[src/rtl/pipe_ctrl_pkg.sv]
// Shared defines for the pipeline controller.
//   INST_NOP       : instruction word the stage registers load on a flush
//   WAIT_LIMIT_DEF : default number of consecutive external-wait cycles before timeout
//   ST_*           : controller state encodings (2-bit, legacy-compatible constants)
package pipe_ctrl_pkg;

  localparam logic [31:0] INST_NOP       = 32'h0000_0013;
  localparam int          WAIT_LIMIT_DEF = 16;

  localparam logic [1:0] ST_RUN      = 2'd0;
  localparam logic [1:0] ST_LU_STALL = 2'd1;
  localparam logic [1:0] ST_EXT_WAIT = 2'd2;
  localparam logic [1:0] ST_REPLAY   = 2'd3;

  // Per-cycle stage control bundle driven by the controller FSM.
  typedef struct packed {
    logic hold_pc;
    logic hold_if_id;
    logic hold_id_ex;
    logic flush_if_id;
    logic flush_id_ex;
    logic jump;
  } ctrl_t;

endpackage

[src/rtl/dff_set.sv]
// Generic register with asynchronous active-high reset to a supplied value.
//   clk, rst : clock, async reset (active high)
//   set_val  : value loaded while rst is high
//   d, q     : next value / registered value
module dff_set #(
  parameter int W = 1
) (
  input  logic         clk,
  input  logic         rst,
  input  logic [W-1:0] set_val,
  input  logic [W-1:0] d,
  output logic [W-1:0] q
);

  always_ff @(posedge clk or posedge rst) begin
    if (rst) q <= set_val;
    else     q <= d;
  end

endmodule

[src/rtl/pipe_ctrl_hazard.sv]
// lu_hazard_det: purely combinational load-use hazard detector.
//   ex_load, ex_rd        : EX instruction is a load, and its destination
//   id_rs1/2, rs1/2_used  : ID source registers and whether they are read
//   hazard                : ID needs the load result that is not yet available
module lu_hazard_det (
  input  logic       ex_load,
  input  logic [4:0] ex_rd,
  input  logic [4:0] id_rs1,
  input  logic [4:0] id_rs2,
  input  logic       rs1_used,
  input  logic       rs2_used,
  output logic       hazard
);

  // x0 is hard-wired zero, so a load into it never creates a dependency.
  assign hazard = ex_load && (ex_rd != 5'd0) &&
                  ((rs1_used && (id_rs1 == ex_rd)) || (rs2_used && (id_rs2 == ex_rd)));

endmodule

[src/rtl/pipe_ctrl.sv]
// Pipeline hazard / redirect controller.
//   Inputs : clk, rst (async, active high), jump_flag_i/jump_addr_i from EX,
//            ex_load_i/ex_rd_i, id_rs1_i/id_rs2_i/id_rs*_used_i for load-use,
//            ext_hold_req_i from a multi-cycle resource.
//   Outputs: hold_pc_o/hold_if_id_o/hold_id_ex_o stage freezes,
//            flush_if_id_o/flush_id_ex_o stage bubbles, jump_flag_o/jump_addr_o
//            PC redirect, ext_timeout_o wait-timeout pulse, stall_cnt_o/flush_cnt_o.
//   Config : define PIPE_CTRL_PERF_EN to build the performance counters;
//            otherwise both counter outputs are tied to zero.
// A jump seen while the pipeline is frozen is parked and replayed once the
// freeze lifts, so the redirect is never lost.
module pipe_ctrl
  import pipe_ctrl_pkg::*;
#(
  parameter int WAIT_LIMIT = WAIT_LIMIT_DEF
) (
  input  logic        clk,
  input  logic        rst,
  input  logic        jump_flag_i,
  input  logic [31:0] jump_addr_i,
  input  logic        ex_load_i,
  input  logic [4:0]  ex_rd_i,
  input  logic [4:0]  id_rs1_i,
  input  logic [4:0]  id_rs2_i,
  input  logic        id_rs1_used_i,
  input  logic        id_rs2_used_i,
  input  logic        ext_hold_req_i,
  output logic        hold_pc_o,
  output logic        hold_if_id_o,
  output logic        hold_id_ex_o,
  output logic        flush_if_id_o,
  output logic        flush_id_ex_o,
  output logic        jump_flag_o,
  output logic [31:0] jump_addr_o,
  output logic        ext_timeout_o,
  output logic [31:0] stall_cnt_o,
  output logic [31:0] flush_cnt_o
);

  localparam int WCW = $clog2(WAIT_LIMIT + 1);

  logic [1:0]     state, state_nxt;
  logic           pend, pend_nxt;
  logic [31:0]    pend_addr, pend_addr_nxt;
  logic [WCW-1:0] wait_cnt;
  logic           hazard;
  ctrl_t          ctl;
  logic [31:0]    jaddr;

  lu_hazard_det u_haz (
    .ex_load  (ex_load_i),
    .ex_rd    (ex_rd_i),
    .id_rs1   (id_rs1_i),
    .id_rs2   (id_rs2_i),
    .rs1_used (id_rs1_used_i),
    .rs2_used (id_rs2_used_i),
    .hazard   (hazard)
  );

  dff_set #(.W(2))  u_state (.clk(clk), .rst(rst), .set_val(ST_RUN), .d(state_nxt),     .q(state));
  dff_set #(.W(1))  u_pend  (.clk(clk), .rst(rst), .set_val(1'b0),   .d(pend_nxt),      .q(pend));
  dff_set #(.W(32)) u_paddr (.clk(clk), .rst(rst), .set_val(32'd0),  .d(pend_addr_nxt), .q(pend_addr));

  always_comb begin
    ctl           = '0;
    jaddr         = 32'd0;
    state_nxt     = state;
    pend_nxt      = pend;
    pend_addr_nxt = pend_addr;
    if (ext_hold_req_i) begin
      // Freeze wins over everything; a redirect arriving now is parked (first wins).
      ctl.hold_pc    = 1'b1;
      ctl.hold_if_id = 1'b1;
      ctl.hold_id_ex = 1'b1;
      state_nxt      = ST_EXT_WAIT;
      if (jump_flag_i && !pend) begin
        pend_nxt      = 1'b1;
        pend_addr_nxt = jump_addr_i;
      end
    end else begin
      case (state)
        ST_RUN: begin
          if (jump_flag_i) begin
            // Redirect squashes the younger instructions, so any load-use hazard is moot.
            ctl.jump        = 1'b1;
            ctl.flush_if_id = 1'b1;
            ctl.flush_id_ex = 1'b1;
            jaddr           = jump_addr_i;
          end else if (hazard) begin
            ctl.hold_pc     = 1'b1;
            ctl.hold_if_id  = 1'b1;
            ctl.flush_id_ex = 1'b1;
            state_nxt       = ST_LU_STALL;
          end
        end
        ST_LU_STALL: state_nxt = ST_RUN;
        ST_EXT_WAIT: begin
          // Release cycle: a pulse landing exactly here is parked too rather than dropped.
          if (jump_flag_i && !pend) begin
            pend_nxt      = 1'b1;
            pend_addr_nxt = jump_addr_i;
          end
          state_nxt = (pend || jump_flag_i) ? ST_REPLAY : ST_RUN;
        end
        ST_REPLAY: begin
          ctl.jump        = 1'b1;
          ctl.flush_if_id = 1'b1;
          ctl.flush_id_ex = 1'b1;
          jaddr           = pend_addr;
          pend_nxt        = 1'b0;
          state_nxt       = ST_RUN;
        end
        default: state_nxt = ST_RUN;
      endcase
    end
    // Outputs are forced quiet for the whole reset window, whatever the inputs do.
    if (rst) begin
      ctl   = '0;
      jaddr = 32'd0;
    end
  end

  // Counts consecutive hold cycles; clears as soon as the hold lifts.
  always_ff @(posedge clk or posedge rst) begin
    if (rst)                 wait_cnt <= '0;
    else if (!ext_hold_req_i) wait_cnt <= '0;
    else if (wait_cnt < WCW'(WAIT_LIMIT)) wait_cnt <= wait_cnt + 1'b1;
  end

  // Fires in the WAIT_LIMIT-th hold cycle; saturation keeps it a single pulse.
  assign ext_timeout_o = !rst && ext_hold_req_i && (wait_cnt == WCW'(WAIT_LIMIT - 1));

  assign hold_pc_o     = ctl.hold_pc;
  assign hold_if_id_o  = ctl.hold_if_id;
  assign hold_id_ex_o  = ctl.hold_id_ex;
  assign flush_if_id_o = ctl.flush_if_id;
  assign flush_id_ex_o = ctl.flush_id_ex;
  assign jump_flag_o   = ctl.jump;
  assign jump_addr_o   = jaddr;

`ifdef PIPE_CTRL_PERF_EN
  logic [31:0] stall_cnt, flush_cnt;
  always_ff @(posedge clk or posedge rst) begin
    if (rst) begin
      stall_cnt <= 32'd0;
      flush_cnt <= 32'd0;
    end else begin
      if (ctl.hold_pc)     stall_cnt <= stall_cnt + 32'd1;
      if (ctl.flush_if_id) flush_cnt <= flush_cnt + 32'd1;
    end
  end
  assign stall_cnt_o = stall_cnt;
  assign flush_cnt_o = flush_cnt;
`else
  assign stall_cnt_o = 32'd0;
  assign flush_cnt_o = 32'd0;
`endif

endmodule

[config.mk]
export PLATFORM = sky130hd
export DESIGN_NAME = pipe_ctrl
export DESIGN_NICKNAME = d
export VERILOG_FILES = /design/src/rtl/pipe_ctrl_pkg.sv /design/src/rtl/dff_set.sv /design/src/rtl/pipe_ctrl_hazard.sv /design/src/rtl/pipe_ctrl.sv
export SDC_FILE = /design/constraint.sdc
export NUM_CORES = 1
export LEC_CHECK = 0
export ABC_AREA = 1
export ABC_CLOCK_PERIOD_IN_PS = 4500
export BUFFER_PORTS_ARGS = -buffer_cell sky130_fd_sc_hd__clkbuf_2
export CORE_ASPECT_RATIO = 1.4
export CORE_MARGIN = 2
export CORE_UTILIZATION = 30
export DETAILED_ROUTE_END_ITERATION = 12
export PLACE_DENSITY = 0.59
export SETUP_SLACK_MARGIN = 0.2
export SYNTH_ARGS = -nofsm -noshare
export SYNTH_HDL_FRONTEND = slang
export SYNTH_SLANG_ARGS = --single-unit
export TNS_END_PERCENT = 100
[constraint.sdc]
create_clock -name clk -period 4.5 [get_ports clk]
set_clock_uncertainty 0.1 [all_clocks]
set_input_delay 0.675 -clock clk [delete_from_list [all_inputs] [get_ports clk]]
set_output_delay 0.675 -clock clk [all_outputs]
set_load 0.005 [all_outputs]
==> impl_metrics.yaml, run 1 <==
timing:
  worstMarginPinSlew_ns: 0.729
  relSlewSlack_pct: 51.4
  grt_setup_unrepaired: "no"
  hold_viol: 0
  finalSetupTns_ns: 0
  setup_viol: 0
  fin_crit_sh_pct: 62.7
  setup_ws_ns: 1.68
  fin_crit_ns: 2.82
  fmax_mhz: 354
  slew_violations: 0
cts:
  cts_tree: "yes"
  root_buffer: "clkbuf_16"
  clockBufferDepth: 2
  cts.sinks: 40
  clk_latency_ns: 0.28
  htree_levels: 2
  ctsResizeCount: 0
  clk_pin_slew_ns: 0.06
  postCtsSetupBuffers: 0
  hold_buffers: 0
  cts_buffers: 5
setup_path:
  crit_type: "reg2out"
  cp-end-kind: "output pin"
  cp.arrival_ns: 2.05
  cpPeakStageDelay_ns: 0.40
  cp.required_ns: 3.72
  path_cells: "inv_1 -> ha_1 -> nor3_1 -> inv_2 -> a21oi_1 -> clkbuf_2"
  slowest_stage: "dfrtp_1"
  crit_family: "buffers and inverters"
  worstSetupStartpointType: "flip-flop"
  crit_buf_inv: 3
  cp_max_fo: 34
floorplanning:
  initial_core_util_pct: 30.9
  row_count: 43
  io_pins: 157
  dieArea_um2: 11000
  placeableCoreArea_um2: 9900
  die_y_um: 124
  dieWidth_um: 89.4
drt:
  drc: 0
  ant_nets: 0
  num_vias: 2751
  drt_wl_total_um: 7440
  drt_iter0_drc: 104
  first_pass_iters: 4
  avgRoutedWirePerCell_um: 11.9
  viasPerCell: 4.38
placed_design:
  post-place-ws_ns: 1.69
  placed_area_um2: 3310
  hpwl_um: 5710
  portBuffers: 92
  place_congestion: 0.790
global_routing:
  grt_pass1_vias: 2558
  grt_pass1_wl_um: 11700
  antenna_found_initial: 0
  grt.overflow.total: 0
  grt_max_degree: 35
  grt_util_met2_pct: 24.4
  met3_usage_pct: 2.80
  grt_use_total_pct: 13.8
  busiest_layer: "met2"
  grt_util_met1_pct: 15.5
logic_synthesis:
  yosysMostFrequentCell: "nand2_1"
  synthesis.area_um2: 3060
  ys_seq_area_share_pct: 32.7
  synth_cell_type_count: 25
  synth.avg_cell_area_um2: 7.36
  yosys.area.top_type: "dfrtp_1"
  synth_ff_type: "dfrtp_1"
  ys_top_cells_by_area: "dfrtp_1 (33%), buf_4 (17%), nand2_1 (14%), nand3_1 (9.6%), a21oi_1 (5.7%)"
  synth_edf_count: 0
  yosys_warnings: 0
  async_reset_ff_share_pct: 100
  synth-seq-cells: 40
  synth_common_cells: "nand2_1 (111), buf_4 (68), nand3_1 (59)"
  synth_cells: 416
  yosys.area.top_type_share_pct: 32.7
cells_and_area:
  final.fill_count: 1081
  final_nets: 552
  post-route-cell-area_um2: 3480
  antenna_cells: 0
  area_growth_pct: 13.6
  final_layout_size_suffix_gt1_share_pct: 24.7
run_status:
  status: "complete, no violations"
power_and_ir_drop:
  ir_worst_vdd_v: 0.000180
  power_density_nw_per_um2: 462
  leakagePower_uw: 0.00189
min_path:
  hp-class: "in2async"
run:
  drv_cap: 0
## cell families (layout without fill, tap and decap cells)
kind of cell | after synthesis | after routing | synth area share, %
flops | 40 | 40 | 32.7
other cells | 1 | 64 | 0.122
buf+inv | 116 | 130 | 24.1
simple gates | 195 | 195 | 27.3
mux | 12 | 12 | 5.39
fa+ha+maj | 6 | 6 | 2.45
compound gates | 46 | 46 | 7.97
## layer usage
layer	vias up	wire length, um
li1	1348	-
met1	1257	2770
met2	137	3900
met3	9	618
met4	0	158
met5	-	0
## metrics by stage
stage	utilization, %	hold WS, ns	std cells	power, uW
floorplan	-	0.342	479	1110
CTS	35.1	0.266	628	1620
global route	35.1	0.289	628	1750
detailed placement	33.5	0.361	620	1220
global placement	33.5	0.354	620	1200
finish	35.1	0.260	628	1610
## power breakdown
part | internal [uW] | switching, uW | total, uW
clock | 261 | 136 | 397
sequential | 514 | 86.4 | 600
combinational | 235 | 375 | 610
## sequential cells by signal, summed over array words and instances (netlist names)
register and count:
u_pend.q 1, u_paddr.q 32, u_state.q 2, wait_cnt 5
## cells in the final DEF, fill, tap and decap left out
master | netlist | routed
a21oi_1 | 35 | 35
a21oi_2 | 2 | 2
and3_1 | 1 | 1
buf_4 | 68 | 3
bufinv_16 | 0 | 1
clkbuf_1 | 12 | 1
clkbuf_16 | 0 | 5
clkbuf_2 | 0 | 92
clkinv_2 | 0 | 1
conb_1 | 1 | 64
dfrtp_1 | 40 | 40
ha_1 | 6 | 6
inv_1 | 25 | 24
inv_2 | 2 | 3
mux2_2 | 4 | 4
mux2_4 | 8 | 8
nand2_1 | 111 | 111
nand2_4 | 1 | 1
nand3_1 | 59 | 59
nand4_1 | 1 | 1
nor2_1 | 18 | 18
nor2_4 | 2 | 2
nor3_1 | 2 | 2
o211a_1 | 1 | 1
o21ai_0 | 7 | 7
o22ai_1 | 1 | 1
## worst paths after layout
kind,cells after the start,slack [ns],startpoint,endpoint
setup / recovery,6,1.68,u_state.q[0],jump_addr_o[8]
min in group clk,2,0.37,u_paddr.q[22],u_paddr.q[22]
setup reg to reg,6,2.30,u_state.q[0],u_paddr.q[4]
hold reg to reg,2,0.37,u_paddr.q[22],u_paddr.q[22]
hold / removal,2,0.26,rst,wait_cnt[4]
max in group asynchronous,3,3.39,rst,u_paddr.q[4]
## area by class of cell
class | count | area, um^2 | share of cell area [%]
clock inverter | 2 | 35.0 | 1.01
tap | 135 | 169 | 4.86
multi-input combinational | 323 | 1560 | 44.9
timing repair buffer | 95 | 483 | 13.9
inverter | 27 | 101 | 2.91
sequential | 40 | 1000 | 28.8
clock buffer | 6 | 129 | 3.71
Note: power is estimated with default switching activity, not from simulation.
==> run 2: changes to the inputs <==
--- a/config.mk
+++ b/config.mk
@@ -5,14 +5,14 @@
 export SDC_FILE = /design/constraint.sdc
 export NUM_CORES = 1
 export LEC_CHECK = 0
-export ABC_AREA = 1
-export ABC_CLOCK_PERIOD_IN_PS = 4500
+export ABC_AREA = 0
+export ABC_CLOCK_PERIOD_IN_PS = 2400
 export BUFFER_PORTS_ARGS = -buffer_cell sky130_fd_sc_hd__clkbuf_2
 export CORE_ASPECT_RATIO = 1.4
 export CORE_MARGIN = 2
 export CORE_UTILIZATION = 30
 export DETAILED_ROUTE_END_ITERATION = 12
-export PLACE_DENSITY = 0.59
+export PLACE_DENSITY = 0.63
 export SETUP_SLACK_MARGIN = 0.2
 export SYNTH_ARGS = -nofsm -noshare
 export SYNTH_HDL_FRONTEND = slang
==> constraint.sdc (replaced) <==
create_clock -name clk -period 2.4 [get_ports clk]
set_clock_uncertainty 0.1 [all_clocks]
set_input_delay 0.36 -clock clk [delete_from_list [all_inputs] [get_ports clk]]
set_output_delay 0.36 -clock clk [all_outputs]
set_load 0.005 [all_outputs]
==> impl_metrics.yaml, run 2 <==
setup_path:
  crit_type: "reg2out"
  cp.required_ns: 1.94
  cp_max_fo: 8
  cp-end-kind: "output pin"
  worstSetupStartpointType: "flip-flop"
  cp.arrival_ns: 1.83
logic_synthesis:
  async_reset_ff_share_pct: 100
  synth_cells: 280
  ys_top_cells_by_area: "dfrtp_1 (37%), buf_4 (18%), mux2_2 (10%), a22oi_1 (8.8%), nor2_1 (5.6%)"
  synth_cell_type_count: 34
  synthesis.area_um2: 2730
  synth.avg_cell_area_um2: 9.75
  synth_edf_count: 0
  synth-seq-cells: 40
  synth_common_cells: "buf_4 (66), nor2_1 (41), dfrtp_1 (40)"
  synth_ff_type: "dfrtp_1"
  yosysMostFrequentCell: "buf_4"
  yosys.area.top_type_share_pct: 36.7
  yosys_warnings: 0
  yosys.area.top_type: "dfrtp_1"
  ys_seq_area_share_pct: 36.7
cts:
  cts.sinks: 40
  clockBufferDepth: 2
  root_buffer: "clkbuf_16"
  hold_buffers: 0
  clk_pin_slew_ns: 0.06
  clk_latency_ns: 0.28
  cts_tree: "yes"
  cts_buffers: 5
  htree_levels: 2
global_routing:
  grt.overflow.total: 0
  grt_pass1_vias: 2003
  grt_pass1_wl_um: 9730
  grt_use_total_pct: 12.4
  antenna_found_initial: 0
  grt_max_degree: 41
floorplanning:
  dieWidth_um: 84.6
  io_pins: 157
  die_y_um: 117
  initial_core_util_pct: 30.6
  row_count: 41
  dieArea_um2: 9890
  placeableCoreArea_um2: 8930
timing:
  slew_violations: 0
  grt_setup_unrepaired: "yes"
  relSlewSlack_pct: 64.4
  fmax_mhz: 436
  fin_crit_ns: 2.29
  worstMarginPinSlew_ns: 0.533
  fin_crit_sh_pct: 95.5
  finalSetupTns_ns: 0
  hold_viol: 0
  setup_viol: 0
  holdWs_ns: 0.149
placed_design:
  place_congestion: 0.717
  portBuffers: 92
  hpwl_um: 4280
cells_and_area:
  antenna_cells: 0
  largest_register_ffs: 32
  reg.largest.list: "u_paddr.q: 32 flops, wait_cnt: 5 flops, u_state.q: 2 flops"
  regMostFlops: "u_paddr.q"
  final_layout_size_suffix_gt1_share_pct: 48.5
  layout_common_cells: "clkbuf_2 (79), conb_1 (64), dfrtp_1 (40), a22oi_1 (31), nor2_4 (27)"
  post-route-util_pct: 40.7
  final_nets: 434
  area_growth_pct: 33.1
  final_common_cell: "clkbuf_2"
power_and_ir_drop:
  finalPower_uw: 3440
  seqPwrFrac_pct: 33.6
  comb_power_share_pct: 47.1
  internal-power_uw: 2180
  swShare_pct: 36.6
  ir_worst_vdd_v: 0.000665
  power_density_nw_per_um2: 947
  leakagePower_uw: 0.00171
  clkPwrFrac_pct: 19.3
  switchingPower_uw: 1260
drt:
  avgRoutedWirePerCell_um: 13.8
  drt_wl_total_um: 6670
  drt_iter0_drc: 81
  ant_nets: 0
  viasPerCell: 4.60
  num_vias: 2218
  drc: 0
  first_pass_iters: 4
run_status:
  status: "complete, no violations"
min_path:
  hp-class: "in2async"
run:
  drv_cap: 0
[run 2: cell count changes after synthesis, sizes merged, moves of 4 or more]
cell	change
nor2	+21
o21ai	-4
inv	-20
xor2	+10
nand3	-59
mux2	+22
buf	-8
nand2	-112
a21oi	-34
a22oi	+32
[run 2: repair_timing]
action / CTS / global route
gates cloned: 2 / 2
setup endpoints to repair: 35 / 37
pin swaps: 9 / 21
resized for setup: 36 / 54
endpoints found under the hold margin: 0 / 0
buffers inserted: 3 / 0
[run 2: worst max-delay path, cell delays in order, from the launching register on]
cell and delay (ns):
dfrtp_1 0.39, inv_2 0.09, ha_4 0.20, or3_4 0.43
clkbuf_16 0.23, nor2_4 0.08, clkbuf_2 0.11
[run 2: final timing paths]
check                               start               to  slack [ns]  cells after the start
max                          u_state.q[0]  jump_addr_o[22]        0.11                      6
min                                   rst         u_pend.q        0.15                      3
max reg2reg                  u_state.q[0]    u_paddr.q[15]        0.51                      6
min reg2reg                 u_paddr.q[31]    u_paddr.q[31]        0.40                      1
max in group asynchronous             rst    u_paddr.q[15]        1.68                      3
min in group clk           jump_addr_i[1]     u_paddr.q[1]        0.21                      2
[run 2: power groups by stage]
| stage | clock (uW) | combinational (uW) | sequential, uW |
|---|---|---|---|
| after floorplan | 0 | 937 | 1110 |
| after global placement | 0 | 1150 | 1140 |
| after detailed placement | 0 | 1180 | 1170 |
| after CTS | 690 | 1430 | 1150 |
| after global routing | 710 | 1780 | 1200 |
| final | 664 | 1620 | 1160 |
[run 2: kinds of logic (layout without fill, tap and decap cells)]
family | count (synthesis) | count (layout) | synth area share, %
AO/OA/AOI/OAI | 44 | 44 | 11.9
multiplexers | 35 | 35 | 14.4
buffers and inverters | 88 | 120 | 21.3
other | 1 | 64 | 0.137
AND/OR/NAND/NOR | 53 | 53 | 8.66
XOR/XNOR | 13 | 13 | 4.17
adder cells (fa/ha/maj) | 6 | 6 | 2.75
flip-flops | 40 | 40 | 36.7
[run 2: layout make-up]
| cell class | count | area (um^2) |
|---|---|---|
| multi-input cells | 215 | 1650 |
| fillers | 883 | 5290 |
| inverters | 7 | 26.3 |
| clock buffers | 8 | 146 |
| well taps | 107 | 134 |
| repair buffers | 105 | 677 |
| flip-flops and latches | 40 | 1000 |
[run 2: layer usage]
layer	track usage, %	wire length, um	vias to the layer above
li1	-	-	1015
met1	14.3	2580	1082
met2	23.0	3590	116
met3	2.66	431	5
met4	3.49	61	0
met5	0	0	-
[run 2: stage by stage]
step                area [um^2]  worst slack [ns]  cells
floorplan                  2970             0.451    343
global placement           3080             0.287    467
detailed placement         3080             0.215    467
CTS                        3420            0.0712    480
global route               3630            0.0424    482
finish                     3630             0.109    482
